### src/rtl/hyperram_pkg.sv
// hyperram_pkg: shared types for the HyperRAM request front-end.
// Holds the 48-bit command/address layout, the queued request entry,
// the sequencer state encoding and the CA packing helper.
package hyperram_pkg;

   localparam int unsigned HR_ADDR_W  = 23;
   localparam int unsigned HR_LEN_W   = 11;
   localparam int unsigned HR_CA_W    = 48;
   localparam int unsigned HR_MAX_LEN = 1280;

   // Command/address word as seen by the driver, MSB first
   typedef struct packed {
      logic        rw;
      logic        space;
      logic        linear;
      logic [8:0]  rsvd_hi;
      logic [19:0] addr_hi;
      logic [12:0] rsvd_lo;
      logic [2:0]  addr_lo;
   } ca_t;

   // One queued client request
   typedef struct packed {
      logic                 rw;
      logic                 linear;
      logic [HR_ADDR_W-1:0] addr;
      logic [HR_LEN_W-1:0]  len;
   } req_t;

   typedef enum logic [2:0] {
      ST_IDLE,
      ST_ARB,
      ST_LOAD,
      ST_SETUP,
      ST_XFER,
      ST_DONE
   } state_t;

   // Memory-space access; word address split into row/upper and column bits
   function automatic ca_t pack_ca(input req_t r);
      ca_t ca;
      ca         = '0;
      ca.rw      = r.rw;
      ca.space   = 1'b0;
      ca.linear  = r.linear;
      ca.addr_hi = r.addr[22:3];
      ca.addr_lo = r.addr[2:0];
      return ca;
   endfunction

endpackage

### src/rtl/hyperram_request_arbiter_if.sv
// hyperram_request_arbiter_if: client request bus plus HyperRAM driver handshake.
//   slave  : arbiter side (takes requests and driver status, drives the rest)
//   master : client/driver side
// Signals: reqValid/reqReady/reqAddr/reqLen/reqRw/reqLinear, queueLevel,
// drvEnable/drvCa/drvLen/drvRw/drvSetupDone/drvProcessDone, grantChannel,
// busy, doneValid/doneChannel/doneError, errLen.
interface hyperram_request_arbiter_if
   import hyperram_pkg::*;
#(
   parameter int unsigned CHANNELS    = 4,
   parameter int unsigned QUEUE_DEPTH = 8,
   parameter int unsigned ADDR_W      = HR_ADDR_W,
   parameter int unsigned LEN_W       = HR_LEN_W
);
   localparam int unsigned LVL_W = $clog2(QUEUE_DEPTH) + 1;
   localparam int unsigned CH_W  = $clog2(CHANNELS);

   logic [CHANNELS-1:0]        reqValid;
   logic [CHANNELS-1:0]        reqReady;
   logic [CHANNELS*ADDR_W-1:0] reqAddr;
   logic [CHANNELS*LEN_W-1:0]  reqLen;
   logic [CHANNELS-1:0]        reqRw;
   logic [CHANNELS-1:0]        reqLinear;
   logic [CHANNELS*LVL_W-1:0]  queueLevel;
   logic                       drvEnable;
   logic [HR_CA_W-1:0]         drvCa;
   logic [LEN_W-1:0]           drvLen;
   logic                       drvRw;
   logic                       drvSetupDone;
   logic                       drvProcessDone;
   logic [CH_W-1:0]            grantChannel;
   logic                       busy;
   logic                       doneValid;
   logic [CH_W-1:0]            doneChannel;
   logic                       doneError;
   logic [CHANNELS-1:0]        errLen;

   modport slave (
      input  reqValid, reqAddr, reqLen, reqRw, reqLinear, drvSetupDone, drvProcessDone,
      output reqReady, queueLevel, drvEnable, drvCa, drvLen, drvRw, grantChannel, busy,
             doneValid, doneChannel, doneError, errLen
   );

   modport master (
      output reqValid, reqAddr, reqLen, reqRw, reqLinear, drvSetupDone, drvProcessDone,
      input  reqReady, queueLevel, drvEnable, drvCa, drvLen, drvRw, grantChannel, busy,
             doneValid, doneChannel, doneError, errLen
   );

endinterface

### src/rtl/hyperram_req_queue.sv
// hyperram_req_queue: single-clock FIFO of req_t for one client channel.
//   clk_i/rst_i : clock, synchronous active-high flush
//   push_i/data_i : write an entry (ignored when full)
//   pop_i/data_o  : drop the head entry (ignored when empty); data_o is the head
//   level_o, full_o, empty_o : registered occupancy and its flags
module hyperram_req_queue
   import hyperram_pkg::*;
#(
   parameter int unsigned DEPTH = 8
) (
   input  logic                   clk_i,
   input  logic                   rst_i,
   input  logic                   push_i,
   input  req_t                   data_i,
   input  logic                   pop_i,
   output req_t                   data_o,
   output logic [$clog2(DEPTH):0] level_o,
   output logic                   full_o,
   output logic                   empty_o
);
   localparam int unsigned PTR_W = $clog2(DEPTH);
   localparam int unsigned LVL_W = PTR_W + 1;

   req_t             mem_q [DEPTH];
   logic [PTR_W-1:0] wr_q, rd_q;
   logic [LVL_W-1:0] level_q, level_d;
   logic             push_ok, pop_ok;

   assign full_o  = (level_q == LVL_W'(DEPTH));
   assign empty_o = (level_q == '0);
   assign push_ok = push_i & ~full_o;
   assign pop_ok  = pop_i & ~empty_o;
   assign data_o  = mem_q[rd_q];
   assign level_o = level_q;

   // Push and pop together leave the level unchanged
   always_comb begin
      level_d = level_q;
      if (push_ok && !pop_ok) begin
         level_d = level_q + LVL_W'(1);
      end else if (!push_ok && pop_ok) begin
         level_d = level_q - LVL_W'(1);
      end
   end

   always_ff @(posedge clk_i) begin
      if (rst_i) begin
         wr_q    <= '0;
         rd_q    <= '0;
         level_q <= '0;
      end else begin
         if (push_ok) wr_q <= wr_q + PTR_W'(1);
         if (pop_ok)  rd_q <= rd_q + PTR_W'(1);
         level_q <= level_d;
      end
   end

   // Storage needs no flush: pointers and level define validity
   always_ff @(posedge clk_i) begin
      if (push_ok) mem_q[wr_q] <= data_i;
   end

endmodule

### src/rtl/hyperram_request_arbiter.sv
// hyperram_request_arbiter: multi-client request front-end for the HyperRAM driver.
//   clock200 : sole clock
//   reset    : synchronous active-high reset (flushes queues, forces idle)
//   bus      : request queues, driver handshake and completion/error reporting
// Per-channel queues are served round-robin; the chosen request is packed
// into the CA word and sequenced through the driver with a timeout guard.
module hyperram_request_arbiter
   import hyperram_pkg::*;
#(
   parameter int unsigned CHANNELS       = 4,
   parameter int unsigned QUEUE_DEPTH    = 8,
   parameter int unsigned ADDR_W         = HR_ADDR_W,
   parameter int unsigned LEN_W          = HR_LEN_W,
   parameter int unsigned MAX_LEN        = HR_MAX_LEN,
   parameter int unsigned TIMEOUT_CYCLES = 4096
) (
   input logic                       clock200,
   input logic                       reset,
   hyperram_request_arbiter_if.slave bus
);
   localparam int unsigned LVL_W = $clog2(QUEUE_DEPTH) + 1;
   localparam int unsigned CH_W  = $clog2(CHANNELS);
   localparam int unsigned CNT_W = $clog2(TIMEOUT_CYCLES);

   logic [CHANNELS-1:0] push, pop, empty, full, err_len_d;
   logic [LVL_W-1:0]    level [CHANNELS];
   req_t                head  [CHANNELS];

   // Per-channel acceptance, length check and queue
   for (genvar c = 0; c < CHANNELS; c++) begin : g_ch
      logic [LEN_W-1:0] len;
      logic             accept, legal;
      req_t             entry;

      assign len    = bus.reqLen[c*LEN_W +: LEN_W];
      assign accept = bus.reqValid[c] & ~full[c];
      assign legal  = (len != '0) && (32'(len) <= MAX_LEN);
      assign entry  = '{rw:     bus.reqRw[c],
                        linear: bus.reqLinear[c],
                        addr:   HR_ADDR_W'(bus.reqAddr[c*ADDR_W +: ADDR_W]),
                        len:    HR_LEN_W'(len)};
      // Illegal lengths are consumed (accepted) but never queued
      assign push[c]      = accept & legal;
      assign err_len_d[c] = accept & ~legal;

      hyperram_req_queue #(.DEPTH(QUEUE_DEPTH)) u_queue (
         .clk_i   (clock200),
         .rst_i   (reset),
         .push_i  (push[c]),
         .data_i  (entry),
         .pop_i   (pop[c]),
         .data_o  (head[c]),
         .level_o (level[c]),
         .full_o  (full[c]),
         .empty_o (empty[c])
      );

      assign bus.reqReady[c]                    = ~full[c];
      assign bus.queueLevel[c*LVL_W +: LVL_W]   = level[c];
   end

   state_t           state_q, state_d;
   logic [CNT_W-1:0] cnt_q, cnt_d;
   logic [CH_W-1:0]  last_q, grant_q, win_c, idx_c;
   logic             found_c, timeout_c;
   req_t             cur_q;
   ca_t              drv_ca_q;
   logic [LEN_W-1:0] drv_len_q;
   logic             drv_rw_q, drv_en_q, busy_q, done_valid_q, done_err_q;
   logic [CH_W-1:0]  done_ch_q;
   logic [CHANNELS-1:0] err_len_q;

   // Round-robin search: first non-empty queue starting after the last grant
   always_comb begin
      win_c   = last_q;
      found_c = 1'b0;
      idx_c   = '0;
      for (int unsigned i = 1; i <= CHANNELS; i++) begin
         idx_c = CH_W'((32'(last_q) + i) % CHANNELS);
         if (!found_c && !empty[idx_c]) begin
            win_c   = idx_c;
            found_c = 1'b1;
         end
      end
   end

   // Sequencer next state; completion takes precedence over timeout
   always_comb begin
      state_d   = state_q;
      cnt_d     = cnt_q;
      timeout_c = 1'b0;
      pop       = '0;
      unique case (state_q)
         ST_IDLE: if (found_c) state_d = ST_ARB;
         ST_ARB: begin
            if (found_c) begin
               pop[win_c] = 1'b1;
               state_d    = ST_LOAD;
            end else begin
               state_d = ST_IDLE;
            end
         end
         ST_LOAD: begin
            cnt_d   = '0;
            state_d = ST_SETUP;
         end
         ST_SETUP, ST_XFER: begin
            if (bus.drvProcessDone) begin
               state_d = ST_DONE;
            end else if (cnt_q == CNT_W'(TIMEOUT_CYCLES - 1)) begin
               state_d   = ST_DONE;
               timeout_c = 1'b1;
            end else begin
               cnt_d = cnt_q + CNT_W'(1);
               if (state_q == ST_SETUP && bus.drvSetupDone) state_d = ST_XFER;
            end
         end
         ST_DONE: state_d = ST_IDLE;
         default: state_d = ST_IDLE;
      endcase
   end

   // State, bookkeeping and registered outputs (decoded from next state)
   always_ff @(posedge clock200) begin
      if (reset) begin
         state_q      <= ST_IDLE;
         cnt_q        <= '0;
         last_q       <= CH_W'(CHANNELS - 1);
         grant_q      <= '0;
         cur_q        <= '0;
         drv_ca_q     <= '0;
         drv_len_q    <= '0;
         drv_rw_q     <= 1'b0;
         drv_en_q     <= 1'b0;
         busy_q       <= 1'b0;
         done_valid_q <= 1'b0;
         done_err_q   <= 1'b0;
         done_ch_q    <= '0;
         err_len_q    <= '0;
      end else begin
         state_q      <= state_d;
         cnt_q        <= cnt_d;
         drv_en_q     <= (state_d == ST_SETUP) || (state_d == ST_XFER);
         busy_q       <= (state_d != ST_IDLE);
         done_valid_q <= (state_d == ST_DONE);
         done_err_q   <= timeout_c;
         err_len_q    <= err_len_d;
         if (state_q == ST_ARB && found_c) begin
            last_q  <= win_c;
            grant_q <= win_c;
            cur_q   <= head[win_c];
         end
         if (state_q == ST_LOAD) begin
            drv_ca_q  <= pack_ca(cur_q);
            drv_len_q <= LEN_W'(cur_q.len);
            drv_rw_q  <= cur_q.rw;
         end
         if (state_d == ST_DONE) done_ch_q <= grant_q;
      end
   end

   assign bus.drvEnable    = drv_en_q;
   assign bus.drvCa        = drv_ca_q;
   assign bus.drvLen       = drv_len_q;
   assign bus.drvRw        = drv_rw_q;
   assign bus.grantChannel = grant_q;
   assign bus.busy         = busy_q;
   assign bus.doneValid    = done_valid_q;
   assign bus.doneChannel  = done_ch_q;
   assign bus.doneError    = done_err_q;
   assign bus.errLen       = err_len_q;

endmodule

### src/flat_wrapper.sv
// flat-port wrapper written by rule: the top's interface ports become plain ports
module hyperram_request_arbiter_flat import hyperram_pkg::*;
#(
   parameter int unsigned CHANNELS       = 4,
   parameter int unsigned QUEUE_DEPTH    = 8,
   parameter int unsigned ADDR_W         = HR_ADDR_W,
   parameter int unsigned LEN_W          = HR_LEN_W,
   parameter int unsigned MAX_LEN        = HR_MAX_LEN,
   parameter int unsigned TIMEOUT_CYCLES = 4096
)
  (clock200, reset, bus_reqValid, bus_reqAddr, bus_reqLen, bus_reqRw, bus_reqLinear, bus_drvSetupDone, bus_drvProcessDone, bus_reqReady, bus_queueLevel, bus_drvEnable, bus_drvCa, bus_drvLen, bus_drvRw, bus_grantChannel, bus_busy, bus_doneValid, bus_doneChannel, bus_doneError, bus_errLen);
  hyperram_request_arbiter_if #(.CHANNELS(CHANNELS), .QUEUE_DEPTH(QUEUE_DEPTH), .ADDR_W(ADDR_W), .LEN_W(LEN_W)) bus_i ();
  input logic clock200;
  input logic reset;
  input wire logic [$bits(bus_i.reqValid)-1:0] bus_reqValid;
  input wire logic [$bits(bus_i.reqAddr)-1:0] bus_reqAddr;
  input wire logic [$bits(bus_i.reqLen)-1:0] bus_reqLen;
  input wire logic [$bits(bus_i.reqRw)-1:0] bus_reqRw;
  input wire logic [$bits(bus_i.reqLinear)-1:0] bus_reqLinear;
  input wire logic [$bits(bus_i.drvSetupDone)-1:0] bus_drvSetupDone;
  input wire logic [$bits(bus_i.drvProcessDone)-1:0] bus_drvProcessDone;
  output wire logic [$bits(bus_i.reqReady)-1:0] bus_reqReady;
  output wire logic [$bits(bus_i.queueLevel)-1:0] bus_queueLevel;
  output wire logic [$bits(bus_i.drvEnable)-1:0] bus_drvEnable;
  output wire logic [$bits(bus_i.drvCa)-1:0] bus_drvCa;
  output wire logic [$bits(bus_i.drvLen)-1:0] bus_drvLen;
  output wire logic [$bits(bus_i.drvRw)-1:0] bus_drvRw;
  output wire logic [$bits(bus_i.grantChannel)-1:0] bus_grantChannel;
  output wire logic [$bits(bus_i.busy)-1:0] bus_busy;
  output wire logic [$bits(bus_i.doneValid)-1:0] bus_doneValid;
  output wire logic [$bits(bus_i.doneChannel)-1:0] bus_doneChannel;
  output wire logic [$bits(bus_i.doneError)-1:0] bus_doneError;
  output wire logic [$bits(bus_i.errLen)-1:0] bus_errLen;
  assign bus_i.reqValid = bus_reqValid;
  assign bus_i.reqAddr = bus_reqAddr;
  assign bus_i.reqLen = bus_reqLen;
  assign bus_i.reqRw = bus_reqRw;
  assign bus_i.reqLinear = bus_reqLinear;
  assign bus_i.drvSetupDone = bus_drvSetupDone;
  assign bus_i.drvProcessDone = bus_drvProcessDone;
  assign bus_reqReady = bus_i.reqReady;
  assign bus_queueLevel = bus_i.queueLevel;
  assign bus_drvEnable = bus_i.drvEnable;
  assign bus_drvCa = bus_i.drvCa;
  assign bus_drvLen = bus_i.drvLen;
  assign bus_drvRw = bus_i.drvRw;
  assign bus_grantChannel = bus_i.grantChannel;
  assign bus_busy = bus_i.busy;
  assign bus_doneValid = bus_i.doneValid;
  assign bus_doneChannel = bus_i.doneChannel;
  assign bus_doneError = bus_i.doneError;
  assign bus_errLen = bus_i.errLen;
  hyperram_request_arbiter #(.CHANNELS(CHANNELS), .QUEUE_DEPTH(QUEUE_DEPTH), .ADDR_W(ADDR_W), .LEN_W(LEN_W), .MAX_LEN(MAX_LEN), .TIMEOUT_CYCLES(TIMEOUT_CYCLES)) u_core (.clock200(clock200), .reset(reset), .bus(bus_i));
endmodule
### config.mk
export PLATFORM = sky130hd
export DESIGN_NAME = hyperram_request_arbiter_flat
export DESIGN_NICKNAME = d
export VERILOG_FILES = /design/src/rtl/hyperram_pkg.sv /design/src/rtl/hyperram_request_arbiter_if.sv /design/src/rtl/hyperram_req_queue.sv /design/src/rtl/hyperram_request_arbiter.sv /design/src/flat_wrapper.sv
export SDC_FILE = /design/constraint.sdc
export NUM_CORES = 1
export LEC_CHECK = 0
export CAP_MARGIN = 20
export CORE_MARGIN = 4
export CORE_UTILIZATION = 57
export DETAILED_ROUTE_END_ITERATION = 6
export DONT_BUFFER_PORTS = 1
export PLACE_DENSITY = 0.78
export SYNTH_ARGS = -nofsm -noshare
export SYNTH_HDL_FRONTEND = slang
export SYNTH_HIERARCHICAL = 1
export SYNTH_SLANG_ARGS = --single-unit
### constraint.sdc
create_clock -name clock200 -period 5 [get_ports clock200]
set_input_delay 0.5 -clock clock200 [delete_from_list [all_inputs] [get_ports clock200]]
set_output_delay 0.5 -clock clock200 [all_outputs]
set_load 0.1 [all_outputs]
==> impl_results.md <==
* Largest family of logic cells by synthesized area: multiplexers
* Crit path launch: u_core/g_ch[3].u_queue/level_o[1]
* Layout area overhead at 14.47%
* All-Layer GR Usage at 0.2486
* Worst-case clock buffer depth at 3
* Vias per Instance at 6.366
* EDFF count, synth at 1152
* Synth async-reset ratio at 0
* Met2 WL post-DR at 58490 um
* Post-synthesis sequential area ratio at 0.7217
* Slew margin rel. at 0.2035
* TritonCTS sink count at 1305
* CP endpoint kind: register
* DRT Wirelength at 121500 um
* HP Class: in2reg
* Htree depth at 4
* WL met3 at 11170 um
* CTS Buf Count at 132
* Hpwl dp at 72630 um
* Post-CTS sizing at 0
* Reg2reg start: u_core/g_ch[3].u_queue/level_o[1]
* Worst-Skew Late Latency at 0.74 ns
* Initial drt markers at 3014
* Die Span X at 310.6 um
* Post-layout nets at 2999
* Clock share of power at 0.325
* Gr ovfl total at 0
* Simple-gate area share of the yosys netlist at 0.03364
* First-pass GRT wire length at 175800 um
* Yosys warns at 6
* CP Max Fanout at 5
* Layout cells sized above 1 at 0.1671
* Final ANT Viol Nets at 0
* Cell taking the most area after synthesis: edfxtp_1
* Setup_tns at 0 ns
* CP delay by family, top: simple AND/OR/NAND/NOR gates
* Crit Path Class: reg2reg
* Mapped Cells at 2579
* Initial antenna violation count at 11
* Commonest non-fill, non-tap cell in the layout: edfxtp_1
* Seq pwr share at 0.445
* Die area at 96440 um2
* Critical Path End: u_core/g_ch[0].u_queue/level_o[3]
* CP Cell Sequence: nor4_1 > a2bb2oi_1 > mux2i_4 > or3_1 > nor2_1 > o41ai_4 > ha_1 > inv_1 > ha_1 > a21oi_1 > a211oi_1 > a31oi_1 > mux2_2
* Main synth FF type: edfxtp_1
* CP max stage delay at 0.75 ns
* Power Density at 502.8 nW/um2
* Port bufs at 0
* CP required at 5.63 ns
* Leak at 0.01951 uW
* WP data arrival at 4.70 ns
* Global placement routability congestion at 0.8638
* CP bufs+invs at 1
* Slowest-stage cell, CP: nor4_1
* # Max-Cap Violations at 0
* I/O pin cnt at 244
* Crit Reg-Reg Endpoint: u_core/g_ch[0].u_queue/level_o[3]
* Combinational Power Share at 0.230
* Worst R2R Setup Slack at 0.93 ns
* Fmax achieved at 245.4 MHz
* Worst-margin pin slew at 1.193 ns
* Most frequent cells in the layout: edfxtp_1, mux4_1, nand2_1
* Row count at 110
* CTS clk-pin slew, worst paths at 0.06 ns
* Top sig layer: met5
* Initial Util at 0.5770
* Hold Crit Depth at 2
* Post-synthesis xor/xnor area fraction at 0.005036
* #FFs+latches synth at 1305
* Met1 Wirelength at 48810 um
* Filler cell count at 5548
* Adder-Cell Fraction of Synth Area at 0.006571
* Vias in the first global route at 25810
* Pin count of the biggest net entering global routing at 96
* Die height at 310.6 um
* Net Sw Frac at 0.3072
* Max Slew Vio Count at 0
* Area contributors post-synth: edfxtp_1, mux4_1, dfxtp_1
* Unrepaired setup endpoints after global routing: no
* R2r worst-path depth at 13
* P_sw at 9227 uW
* Routed via count at 26200
* VDD IR-drop max at 0.8192 mV
* Most frequent cell on the critical path: ha_1
* Fin crit period at 4.074 ns
* Distinct cells, synth at 57
* Worst path depth at 13
* Critical Path Source Type: register
* Final setup fails at 0
* Mapped Avg Cell Area at 20.23 um2
* DRC viols at 0
* Yosys top cell area share at 0.6630
* Mapped cell area at 52180 um2
* CTS tree: built
* Final Hold Violating Endpoints at 0
* Setup Skew at 0.03270 ns
* Fin crit share at 0.8148
* Core Region at 90420 um2
* Root buf cell: clkbuf_16
* Power Internal at 20810 uW
* Mux cell area share after synthesis at 0.1929
* Hold_ws at 0.04917 ns
* Status: completed
* Synth Area in Compound Gates at 0.02017
* Detailed Routing Iterations Pass 1 at 7
* WL/cell at 29.53 um
-- what timing repair did --
| action | 4_1_cts | 5_1_grt |
|---|---|---|
| endpoints found under the hold margin | 1256 | 0 |
| setup buffers | 0 | 0 |
| hold buffers | 151 | 0 |
-- power by group through the flow --
stage	clock, uW	combinational [uW]	sequential, uW
6_report	9760	6900	13400
4_1_cts	9880	6770	13400
2_1_floorplan	0	4480	13700
3_5_place_dp	0	6510	13600
5_1_grt	10400	7230	13400
3_3_place_gp	0	6350	13600
-- flip-flops by register name, indices dropped and copies added, names as in the netlist, named ones only --
| register | flops |
|---|---|
| u_core/bus.drvLen | 11 |
| u_core/bus.grantChannel | 2 |
| u_core/g_ch.u_queue/mem_q | 1152 |
| u_core/g_ch.u_queue/wr_q | 12 |
| u_core/bus.errLen | 4 |
| u_core/last_q | 2 |
| u_core/bus.doneError | 1 |
| u_core/state_q | 3 |
| u_core/g_ch.u_queue/rd_q | 12 |
| u_core/bus.drvCa | 24 |
| u_core/bus.doneValid | 1 |
| u_core/g_ch.u_queue/level_o | 16 |
| u_core/bus.doneChannel | 2 |
| u_core/bus.busy | 1 |
| u_core/bus.drvRw | 1 |
| u_core/cur_q | 36 |
| u_core/bus.drvEnable | 1 |
| u_core/cnt_q | 12 |
-- metal layers --
metal | vias up | GRT usage
li1 | 11180 | -
met1 | 13630 | 0.3489
met2 | 1196 | 0.3906
met3 | 187 | 0.06512
met4 | 8 | 0.07263
met5 | - | 0
-- synth_stat cells, drive strengths merged (8+ instances only) --
| cell | n |
|---|---|
| mux2 | 148 |
| inv | 25 |
| nand3 | 14 |
| buf | 111 |
| nand2 | 179 |
| nand2b | 12 |
| a211oi | 8 |
| ha | 21 |
| edfxtp | 1152 |
| a32o | 36 |
| nor2b | 9 |
| xor2 | 15 |
| a21oi | 64 |
| nor4 | 17 |
| mux4 | 288 |
| clkbuf | 42 |
| nor2 | 95 |
| mux2i | 83 |
| nor3 | 18 |
| dfxtp | 153 |
| xnor2 | 15 |
-- how the worst min path moves through the flow --
stage                          start  slack (ns)                           endpoint
floorplan           u_core/cur_q[11]        0.43                u_core/bus.drvCa[0]
global placement    u_core/cur_q[35]        0.43                   u_core/bus.drvRw
detailed placement  u_core/cur_q[35]        0.43                   u_core/bus.drvRw
CTS                            reset       0.003  u_core/g_ch[2].u_queue/level_o[3]
global route                   reset        0.03  u_core/g_ch[3].u_queue/level_o[3]
finish                         reset        0.05  u_core/g_ch[2].u_queue/level_o[3]
-- worst register-to-register path: cells and delay by family, from the launching register on --
family	cells	cell delay [ns]
AOI/OAI and AO/OA	5	1.06
buffers and inverters	1	0.15
and+or+nand+nor	3	1.45
muxes	2	0.49
adders and majority gates	2	0.53
DFF	1	0.32
-- per-stage QoR --
step | instances | power (uW) | util | setup WS (ns) | cell area, um2
floorplan | 2601 | 18150 | - | 0.1299 | 52300
CTS | 4103 | 30080 | 0.6593 | 0.9880 | 59620
finish | 4116 | 30030 | 0.6605 | 0.9258 | 59720
detailed placement | 3708 | 20150 | 0.5946 | 1.035 | 53770
global placement | 3700 | 19960 | 0.5936 | 1.124 | 53670
global route | 4112 | 31080 | 0.6604 | 0.7872 | 59710
-- logic make-up after synthesis --
kind of cell / Yosys count
xor+xnor: 30
fa+ha+maj: 25
flops: 1305
simple gates: 383
buf+inv: 178
compound gates: 138
mux: 519
other cells: 1
-- area by class of cell --
type                    count  area (um2)  area share
repair buffers            240        2291     0.03836
clock buffers             173        3575     0.05985
well taps                1176        1471     0.02464
inverters                  25       93.84    0.001571
clock inverters            71       750.7     0.01257
flip-flops and latches   1305       37680      0.6309
multi-input cells        1118       13840      0.2318
diodes                      8       20.02   0.0003352
Power figures use the tool's default switching activity.
